`config.mk`:
```
export PLATFORM = sky130hd
export DESIGN_NAME = gpr_wr_arbiter
export DESIGN_NICKNAME = d
export VERILOG_FILES = /design/src/rtl/cpu_pkg.sv /design/src/rtl/gpr_wr_slot.sv /design/src/rtl/gpr_wr_arbiter.sv
export SDC_FILE = /design/constraint.sdc
export NUM_CORES = 1
export LEC_CHECK = 0
export CORE_MARGIN = 8
export CORE_UTILIZATION = 35
export DETAILED_ROUTE_END_ITERATION = 6
export PLACE_DENSITY = 0.68
export SYNTH_ARGS = -nofsm -noshare
export SYNTH_HDL_FRONTEND = slang
export SYNTH_SLANG_ARGS = --single-unit
```
`constraint.sdc`:
```
create_clock -name clk -period 2.3 [get_ports clk]
set_input_delay 0.345 -clock clk [delete_from_list [all_inputs] [get_ports clk]]
set_output_delay 0.345 -clock clk [all_outputs]
set_load 0.005 [all_outputs]
```
`src/rtl/cpu_pkg.sv`:
```
// Shared CPU-wide widths, fixed register numbers and writeback requester indices.
package cpu_pkg;
    localparam int DW       = 32;
    localparam int AW       = 5;
    localparam int LINK_REG = 31;
    localparam int OVF_REG  = 30;
    localparam int NREQ     = 3;

    typedef enum logic [1:0] {
        REQ_WB = 2'd0,
        REQ_LK = 2'd1,
        REQ_OV = 2'd2
    } req_e;
endpackage

```
`src/rtl/gpr_wr_slot.sv`:
```
// One-entry holding register for a writeback requester with a saturating
// lost-arbitration counter used to age the entry.
module gpr_wr_slot #(
    parameter int DW       = 32,
    parameter int AW       = 5,
    parameter int MAX_WAIT = 3,
    parameter int CW       = $clog2(MAX_WAIT + 1)
) (
    input  logic          clk,
    input  logic          rst,
    input  logic          i_flush,
    input  logic          i_load,
    input  logic [AW-1:0] i_addr,
    input  logic [DW-1:0] i_data,
    input  logic          i_grant,
    output logic          o_hold_v,
    output logic [AW-1:0] o_addr,
    output logic [DW-1:0] o_data,
    output logic          o_aged
);
    logic          r_hold_v;
    logic [AW-1:0] r_addr;
    logic [DW-1:0] r_data;
    logic [CW-1:0] r_wait;

    // A load in the same cycle as a grant replaces the departing entry.
    always_ff @(posedge clk or posedge rst) begin
        if (rst) begin
            r_hold_v <= 1'b0;
            r_addr   <= '0;
            r_data   <= '0;
            r_wait   <= '0;
        end else if (i_flush) begin
            r_hold_v <= 1'b0;
            r_wait   <= '0;
        end else if (i_load) begin
            r_hold_v <= 1'b1;
            r_addr   <= i_addr;
            r_data   <= i_data;
            r_wait   <= '0;
        end else if (i_grant || !r_hold_v) begin
            r_hold_v <= 1'b0;
            r_wait   <= '0;
        end else if (r_wait != CW'(MAX_WAIT)) begin
            r_wait <= r_wait + CW'(1);
        end
    end

    assign o_hold_v = r_hold_v;
    assign o_addr   = r_addr;
    assign o_data   = r_data;
    assign o_aged   = r_hold_v && (r_wait == CW'(MAX_WAIT));
endmodule

```
`src/rtl/gpr_wr_arbiter.sv`:
```
// Shares the GPR write port among main writeback, jal link and overflow-flag
// requesters using fixed priority (wb > lk > ov) with aging promotion.
module gpr_wr_arbiter
    import cpu_pkg::*;
#(
    parameter int MAX_WAIT = 3
) (
    input  logic          clk,
    input  logic          rst,
    input  logic          flush,
    input  logic          wb_v,
    output logic          wb_rdy,
    input  logic [AW-1:0] wb_addr,
    input  logic [DW-1:0] wb_data,
    input  logic          lk_v,
    output logic          lk_rdy,
    input  logic [DW-1:0] lk_data,
    input  logic          ov_v,
    output logic          ov_rdy,
    output logic          wr_en,
    output logic [AW-1:0] wr_addr,
    output logic [DW-1:0] wr_data,
    output logic [31:0]   pend_mask,
    output logic          idle
);
    logic [NREQ-1:0] w_in_v;
    logic [AW-1:0]   w_in_addr [NREQ];
    logic [DW-1:0]   w_in_data [NREQ];
    logic [NREQ-1:0] w_rdy;
    logic [NREQ-1:0] w_load;
    logic [NREQ-1:0] w_hold_v;
    logic [NREQ-1:0] w_aged;
    logic [NREQ-1:0] w_cand;
    logic [NREQ-1:0] w_grant;
    logic [AW-1:0]   w_addr [NREQ];
    logic [DW-1:0]   w_data [NREQ];

    always_comb begin
        w_in_v                 = '0;
        w_in_v[int'(REQ_WB)]   = wb_v;
        w_in_v[int'(REQ_LK)]   = lk_v;
        w_in_v[int'(REQ_OV)]   = ov_v;
        w_in_addr[int'(REQ_WB)] = wb_addr;
        w_in_addr[int'(REQ_LK)] = AW'(LINK_REG);
        w_in_addr[int'(REQ_OV)] = AW'(OVF_REG);
        w_in_data[int'(REQ_WB)] = wb_data;
        w_in_data[int'(REQ_LK)] = lk_data;
        w_in_data[int'(REQ_OV)] = DW'(1);
    end

    // Writes to $0 complete the handshake but are never held.
    assign w_rdy  = {NREQ{!flush}} & (~w_hold_v | w_grant);
    assign w_load = w_in_v & w_rdy;

    for (genvar g = 0; g < NREQ; g++) begin : g_slot
        gpr_wr_slot #(
            .DW       (DW),
            .AW       (AW),
            .MAX_WAIT (MAX_WAIT)
        ) u_slot (
            .clk      (clk),
            .rst      (rst),
            .i_flush  (flush),
            .i_load   (w_load[g] && (w_in_addr[g] != '0)),
            .i_addr   (w_in_addr[g]),
            .i_data   (w_in_data[g]),
            .i_grant  (w_grant[g]),
            .o_hold_v (w_hold_v[g]),
            .o_addr   (w_addr[g]),
            .o_data   (w_data[g]),
            .o_aged   (w_aged[g])
        );
    end

    // Lowest set bit of the candidate set is the highest base priority.
    assign w_cand  = (|w_aged) ? w_aged : w_hold_v;
    assign w_grant = w_cand & (~w_cand + NREQ'(1));

    always_comb begin
        wr_addr   = '0;
        wr_data   = '0;
        pend_mask = '0;
        for (int i = 0; i < NREQ; i++) begin
            if (w_grant[i]) begin
                wr_addr = w_addr[i];
                wr_data = w_data[i];
            end
            if (w_hold_v[i]) begin
                pend_mask = pend_mask | (32'd1 << w_addr[i]);
            end
        end
        pend_mask[0] = 1'b0;
    end

    assign wr_en  = |w_grant;
    assign idle   = ~|w_hold_v;
    assign wb_rdy = w_rdy[int'(REQ_WB)];
    assign lk_rdy = w_rdy[int'(REQ_LK)];
    assign ov_rdy = w_rdy[int'(REQ_OV)];
endmodule
```
# Word-level counts from Yosys, hierarchy flattened
# Cells that the tools add are included.
totals:
  mem_count: 0
  mem_bits_ro: 0
  mem_bits_rw: 0
  word_cells: 90
  out_inout_bits: 74
  latch_bits: 0
  regBits: 81
  input_bits: 75
classes:
  n_shift: 3
  addsub: 4
  mux: 31
  mul: 0
  div: 0
  reduce_logical: 25
  n_lt_le_gt_ge: 0
  eq_ne: 6
  bitwise_logic: 9
ops:
  columns: ["cell", "n"]
  rows:
  - ["2-to-1 mux 32 bit", 6]
  - ["left shift 1 x 5 -> 32 bit (first input constant)", 3]
  - ["bitwise OR 32 bit", 2]
  - ["2-to-1 mux 2 bit", 12]
  - ["2-to-1 mux 5 bit", 3]
  - ["nonzero test 4 bit", 3]
  - ["AND 3 bit", 3]
  - ["2-to-1 mux 1 bit", 9]
  - ["nonzero test 3 bit", 3]
  - ["OR reduction 3 bit", 3]
  - ["adder 2 x 1 -> 2 bit (second input constant)", 3]
  - ["== test 2 bit (second input constant)", 3]
  - ["inequality test 2 bit (second input constant)", 3]
  - ["inverter 3 bit", 2]
  - ["AND reduction 2 bit", 3]
  - ["logical NOT 1 bit", 5]
  - ["nonzero test 5 bit", 1]
  - ["logical AND 1 bit", 4]
  - ["adder 3 x 1 -> 3 bit (second input constant)", 1]
  - ["logical OR 1 bit", 3]
  - ["2-to-1 mux 3 bit", 1]
  - ["bitwise OR 3 bit", 1]
  - ["inverter 1 bit", 1]

# Depth between registers and ports, before layout
logic_depth:
  depth_word: 13
  ltp_mapped: 7
  mapped_depth_nobuf: 5

# Hierarchy
# Synthesis repeated with hierarchy kept, for this count alone.
unflattened:
  hier_cells: 628
  hier_area_um2: 7175.6
modules_own_cells:
  columns: ["mod", "area_each_um2", "cells_per_inst", "seq_area_each_um2", "n_inst"]
  rows:
  - ["gpr_wr_slot", 1697.9, 93, 1001.0, 3]
  - ["gpr_wr_arbiter", 2082.0, 349, 0.0, 1]

# Worst setup path before layout
# No wires, ideal clock.
synth_timing:
  path_type: "reg-to-reg"
  startpoint: "register g_slot[2].u_slot.r_wait[0]"
  endpoint: "register g_slot[0].u_slot.r_addr[1]"
  n_path_buf: 1
  setup_ps: 125
  period_less_slack_ps: 2010
  arrival_ps: 1885
  required_time_ps: 2175
  path_stages_with_launch: 7
  slack_ps: 290
  cell_sequence: "dfrtp_1 -> ha_1 -> a22oi_4 -> nor3b_2 -> nor3_4 -> buf_6 -> mux2_2"
synth_via:
  elab_chain_len: 12
synth_lines:
  columns: ["element", "line_no", "text"]
  rows:
  - ["from (decl)", "gpr_wr_slot.sv:24", "logic [CW-1:0] r_wait;"]
  - ["from (signal assigned)", "gpr_wr_slot.sv:45", "r_wait <= r_wait + CW'(1);"]
  - ["== test 2 bit (*)", "gpr_wr_slot.sv:52", "assign o_aged = r_hold_v && (r_wait == CW'(MAX_WAIT));"]
  - ["logical AND 1 bit (*)", "gpr_wr_slot.sv:52", null]
  - ["OR reduction 3 bit (*)", "gpr_wr_arbiter.sv:76", "assign w_cand = (|w_aged) ? w_aged : w_hold_v;"]
  - ["2-to-1 mux 3 bit (*)", "gpr_wr_arbiter.sv:76", null]
  - ["inverter 3 bit", "gpr_wr_arbiter.sv:77", "assign w_grant = w_cand & (~w_cand + NREQ'(1));"]
  - ["adder 3 x 1 -> 3 bit", "gpr_wr_arbiter.sv:77", null]
  - ["AND 3 bit (*)", "gpr_wr_arbiter.sv:77", null]
  - ["bitwise OR 3 bit (*)", "gpr_wr_arbiter.sv:52", "assign w_rdy = {NREQ{!flush}} & (~w_hold_v | w_grant);"]
  - ["AND 3 bit (*)", "gpr_wr_arbiter.sv:52", null]
  - ["AND 3 bit (*)", "gpr_wr_arbiter.sv:53", "assign w_load = w_in_v & w_rdy;"]
  - ["logical AND 1 bit (*)", "gpr_wr_arbiter.sv:64", ".i_load (w_load[g] && (w_in_addr[g] != '0)),"]
  - ["AND reduction 2 bit (no source line) (*)", null, null]
  - ["to (signal assigned)", "gpr_wr_slot.sv:38", "r_addr <= i_addr;"]
  - ["to (decl)", "gpr_wr_slot.sv:22", "logic [AW-1:0] r_addr;"]
# Mark *: on every way between the ends. The rest lies on a longest branch, timed or not.
# A chain may end at the register's enable or synchronous reset.

# Worst setup path after layout
layout_timing:
  startpoint: "register g_slot[2].u_slot.r_wait[0]"
  endpoint: "output wr_data[20]"
layout_via:
  elab_chain_len: 10
layout_lines:
  columns: ["element", "line_no", "text"]
  rows:
  - ["== test 2 bit (*)", "gpr_wr_slot.sv:52", null]
  - ["logical AND 1 bit (*)", "gpr_wr_slot.sv:52", null]
  - ["OR reduction 3 bit", "gpr_wr_arbiter.sv:76", null]
  - ["2-to-1 mux 3 bit (*)", "gpr_wr_arbiter.sv:76", null]
  - ["inverter 3 bit", "gpr_wr_arbiter.sv:77", null]
  - ["adder 3 x 1 -> 3 bit", "gpr_wr_arbiter.sv:77", null]
  - ["AND 3 bit (*)", "gpr_wr_arbiter.sv:77", null]
  - ["2-to-1 mux 32 bit (2 in a row)", "gpr_wr_arbiter.sv:84", "if (w_grant[i]) begin"]
  - ["2-to-1 mux 32 bit (*)", "gpr_wr_arbiter.sv:84", null]
  - ["to (decl)", "gpr_wr_arbiter.sv:22", "output logic [DW-1:0] wr_data,"]
# Marked as above.

==> flow_metrics.env <==
export IMPL_globalplace_congestion=0.8106
export IMPL_max_freq_mhz=432.1
export IMPL_placed_cells=600
export IMPL_drtPass1Iterations=4
export IMPL_grt_antenna_before_repair=0
export IMPL_maxSlewViolCount=0
export IMPL_dp_hpwl_mm=8.402
export IMPL_die_h_um=122.2
export IMPL_cp_data_required_time_ns=1.96
export IMPL_grt_max_degree=81
export IMPL_place_ws_ns=-0.09694
export IMPL_p_per_area_nw_per_um2=679.0
export IMPL_ys_types=45
export IMPL_skew_ns=0.009054
export IMPL_antenna_cells=0
export IMPL_hold_class="primary input to async pin"
export IMPL_worstPathMaxFanout=6
export IMPL_vias_per_cell=5.057
export IMPL_rsz0062_at_grt="true"
export IMPL_synth_ff_type="dfrtp_1"
export IMPL_syn_num_nets=391
export IMPL_post_route_drc_count=0
export IMPL_final_cells=634
export IMPL_fin_util_pct=57.01
export IMPL_htree_num_levels=3
export IMPL_cts_max_path_buffers=2
export IMPL_syn_avg_cell_area_um2=12.62
export IMPL_finalCritPeriodShare_pct=100.6
export IMPL_yosys_area_top_type="dfrtp_1"
export IMPL_finalCriticalPeriod_ns=2.314
export IMPL_synth_ff_latch_count=80
export IMPL_critPathKind="flip-flop to primary output"
export IMPL_violations="setup timing"
export IMPL_synth_edf_count=0
export IMPL_worstSkewPairLatency_ns=0.33
export IMPL_coreArea_um2=10940
export IMPL_synth_cell_area_um2=3949
export IMPL_grt_pass1_wl_mm=18.52
export IMPL_synthCells=313
export IMPL_grt_usage_pct=15.73
export IMPL_worstSetupStartpointType="flip-flop"
export IMPL_cts_tree="built"
export IMPL_leakage_uw=0.002739
export IMPL_regArea_um2=2006
export IMPL_ant_nets=0
export IMPL_clkSinkCount=80
export IMPL_hold_viol=0
export IMPL_num_vias=3206
export IMPL_first_iter_violations=121
export IMPL_grt_pass1_vias=3496
export IMPL_async_flop_share_pct=100.0
export IMPL_rows=38
export IMPL_ir_drop_mv=0.3815
export IMPL_wl_per_cell_um=18.87
export IMPL_cts_hold_fix_buffers=0
export IMPL_cp_data_arrival_time_ns=1.97
export IMPL_synth_top_cell_area_share_pct=50.70
export IMPL_cts_clk_slew_worst_paths_ns=0.06
export IMPL_num_io_pins=149
export IMPL_layout_setup_ws_ns=-0.01409
export IMPL_drive_gt1_share_pct=38.26
export IMPL_setup_violations=1
export IMPL_nNetsFinal=568
export IMPL_final_common_cell="clkdlybuf4s50_1"
export IMPL_cp_end_kind="primary output"
export IMPL_ys_seq_area_share_pct=50.70
export IMPL_multi_input_area_um2=1908
export IMPL_final_cell_mix="106 x clkdlybuf4s50_1, 77 x dfrtp_1, 39 x mux2_2"
export IMPL_synth_area_leaders="dfrtp_1 51%, mux2_2 11%, mux2_4 11%"
export IMPL_die_w_um=122.2
export IMPL_root_buffer="clkbuf_16"
export IMPL_cts_buffers=9
export IMPL_maxCapViolCount=0
export IMPL_grt_ovfl_total=0
export IMPL_wl_mm=11.96
export IMPL_fp_dieArea_um2=14940
export IMPL_synth_warnings=0
export IMPL_nFillCells=939
export IMPL_outcome="finished with violations"
export IMPL_port_buffers=147
export IMPL_syn2layout_area_growth_pct=57.89
export IMPL_start_util_pct=36.11
[report_power, final]
part | switching (µW) | internal [µW]
logic | 315 | 553
clock network | 569 | 1060
registers | 129 | 1610
total | 1010 | 3220
[flip-flops by register name, indices dropped and copies added, names as in the netlist]
signal	flops
g_slot.u_slot.o_data	64
g_slot.u_slot.o_addr	7
g_slot.u_slot.r_wait	6
g_slot.u_slot.o_hold_v	3
[metal layers]
metal  track usage, %  up-vias  wire [µm]
met3            4.410       14        873
met1            18.56     1594       5046
met2            26.75      122       5830
met4            6.017        0        212
li1                 -     1476          -
met5                0        -          0
[worst max-delay path, stage by stage, from the launching register on]
cell and delay (ns):
dfrtp_1 0.41, ha_4 0.20, a22oi_4 0.22, nor2_4 0.06
nor2b_4 0.15, buf_12 0.14, buf_12 0.12, buf_6 0.09
a22o_1 0.13, buf_2 0.11
[synthesized netlist by cell type, drive strengths merged (2+ instances only)]
| master | instances |
|---|---|
| a21o | 4 |
| a21oi | 5 |
| a22o | 32 |
| a22oi | 3 |
| and3 | 2 |
| buf | 12 |
| clkbuf | 10 |
| dfrtp | 80 |
| ha | 3 |
| inv | 6 |
| mux2 | 68 |
| nand2 | 11 |
| nand2b | 3 |
| nand3 | 3 |
| nand3b | 5 |
| nor2 | 39 |
| nor3 | 5 |
| nor3b | 3 |
| o21ai | 3 |
[path summary, 6_finish.rpt]
| check | depth (start not counted) | to | slack (ns) | from |
|---|---|---|---|---|
| setup / recovery | 9 | wr_data[20] | -0.01 | g_slot[2].u_slot.r_wait[0]$_DFFE_PP0P_ |
| hold / removal | 3 | g_slot[1].u_slot.o_data[7]$_DFFE_PP0P_ | 0.46 | rst |
| setup reg to reg | 8 | g_slot[0].u_slot.o_data[26]$_DFFE_PP0P_ | 0.12 | g_slot[2].u_slot.r_wait[0]$_DFFE_PP0P_ |
| hold reg to reg | 1 | g_slot[1].u_slot.o_data[17]$_DFFE_PP0P_ | 0.49 | g_slot[1].u_slot.o_data[17]$_DFFE_PP0P_ |
| max in group asynchronous | 3 | g_slot[0].u_slot.o_data[10]$_DFFE_PP0P_ | 1.46 | rst |
| min in group clk | 1 | g_slot[1].u_slot.o_data[17]$_DFFE_PP0P_ | 0.49 | g_slot[1].u_slot.o_data[17]$_DFFE_PP0P_ |
[metrics by stage]
step	setup TNS [ns]	cell area, µm²	hold slack [ns]	power, µW
finish	-0.01409	6235	0.4573	4233
global placement	-1.623	5707	0.4290	2612
floorplan	0	3953	0.4159	2181
global route	-1.365	6235	0.5121	4420
detailed placement	-2.438	5707	0.4398	2640
CTS	-0.5438	6167	0.4907	4266
[kinds of logic after synthesis]
family | count (synthesis) | share of synthesized area [%]
buffers and inverters | 28 | 4.118
other | 1 | 0.09497
xor gates and xnor gates | 1 | 0.2218
muxes | 69 | 22.31
and+or+nand+nor | 78 | 10.39
AOI/OAI and AO/OA | 53 | 11.22
adders and majority gates | 3 | 0.9507
DFF | 80 | 50.70
[what timing repair did]
item	4_1_cts	5_1_grt
pin swaps	19	29
setup buffers	9	7
cloned	2	2
endpoints found under the setup margin	71	47
resized for setup	164	23
[cell type report]
cell class	instances	share of cell area [%]
clock buffer	9	3.612
inverter	6	0.4214
clock inverter	6	1.846
multi-input combinational	205	30.60
sequential	80	32.17
timing repair buffer	188	28.54
tap	140	2.810
Note: power is estimated with default switching activity, not from simulation.
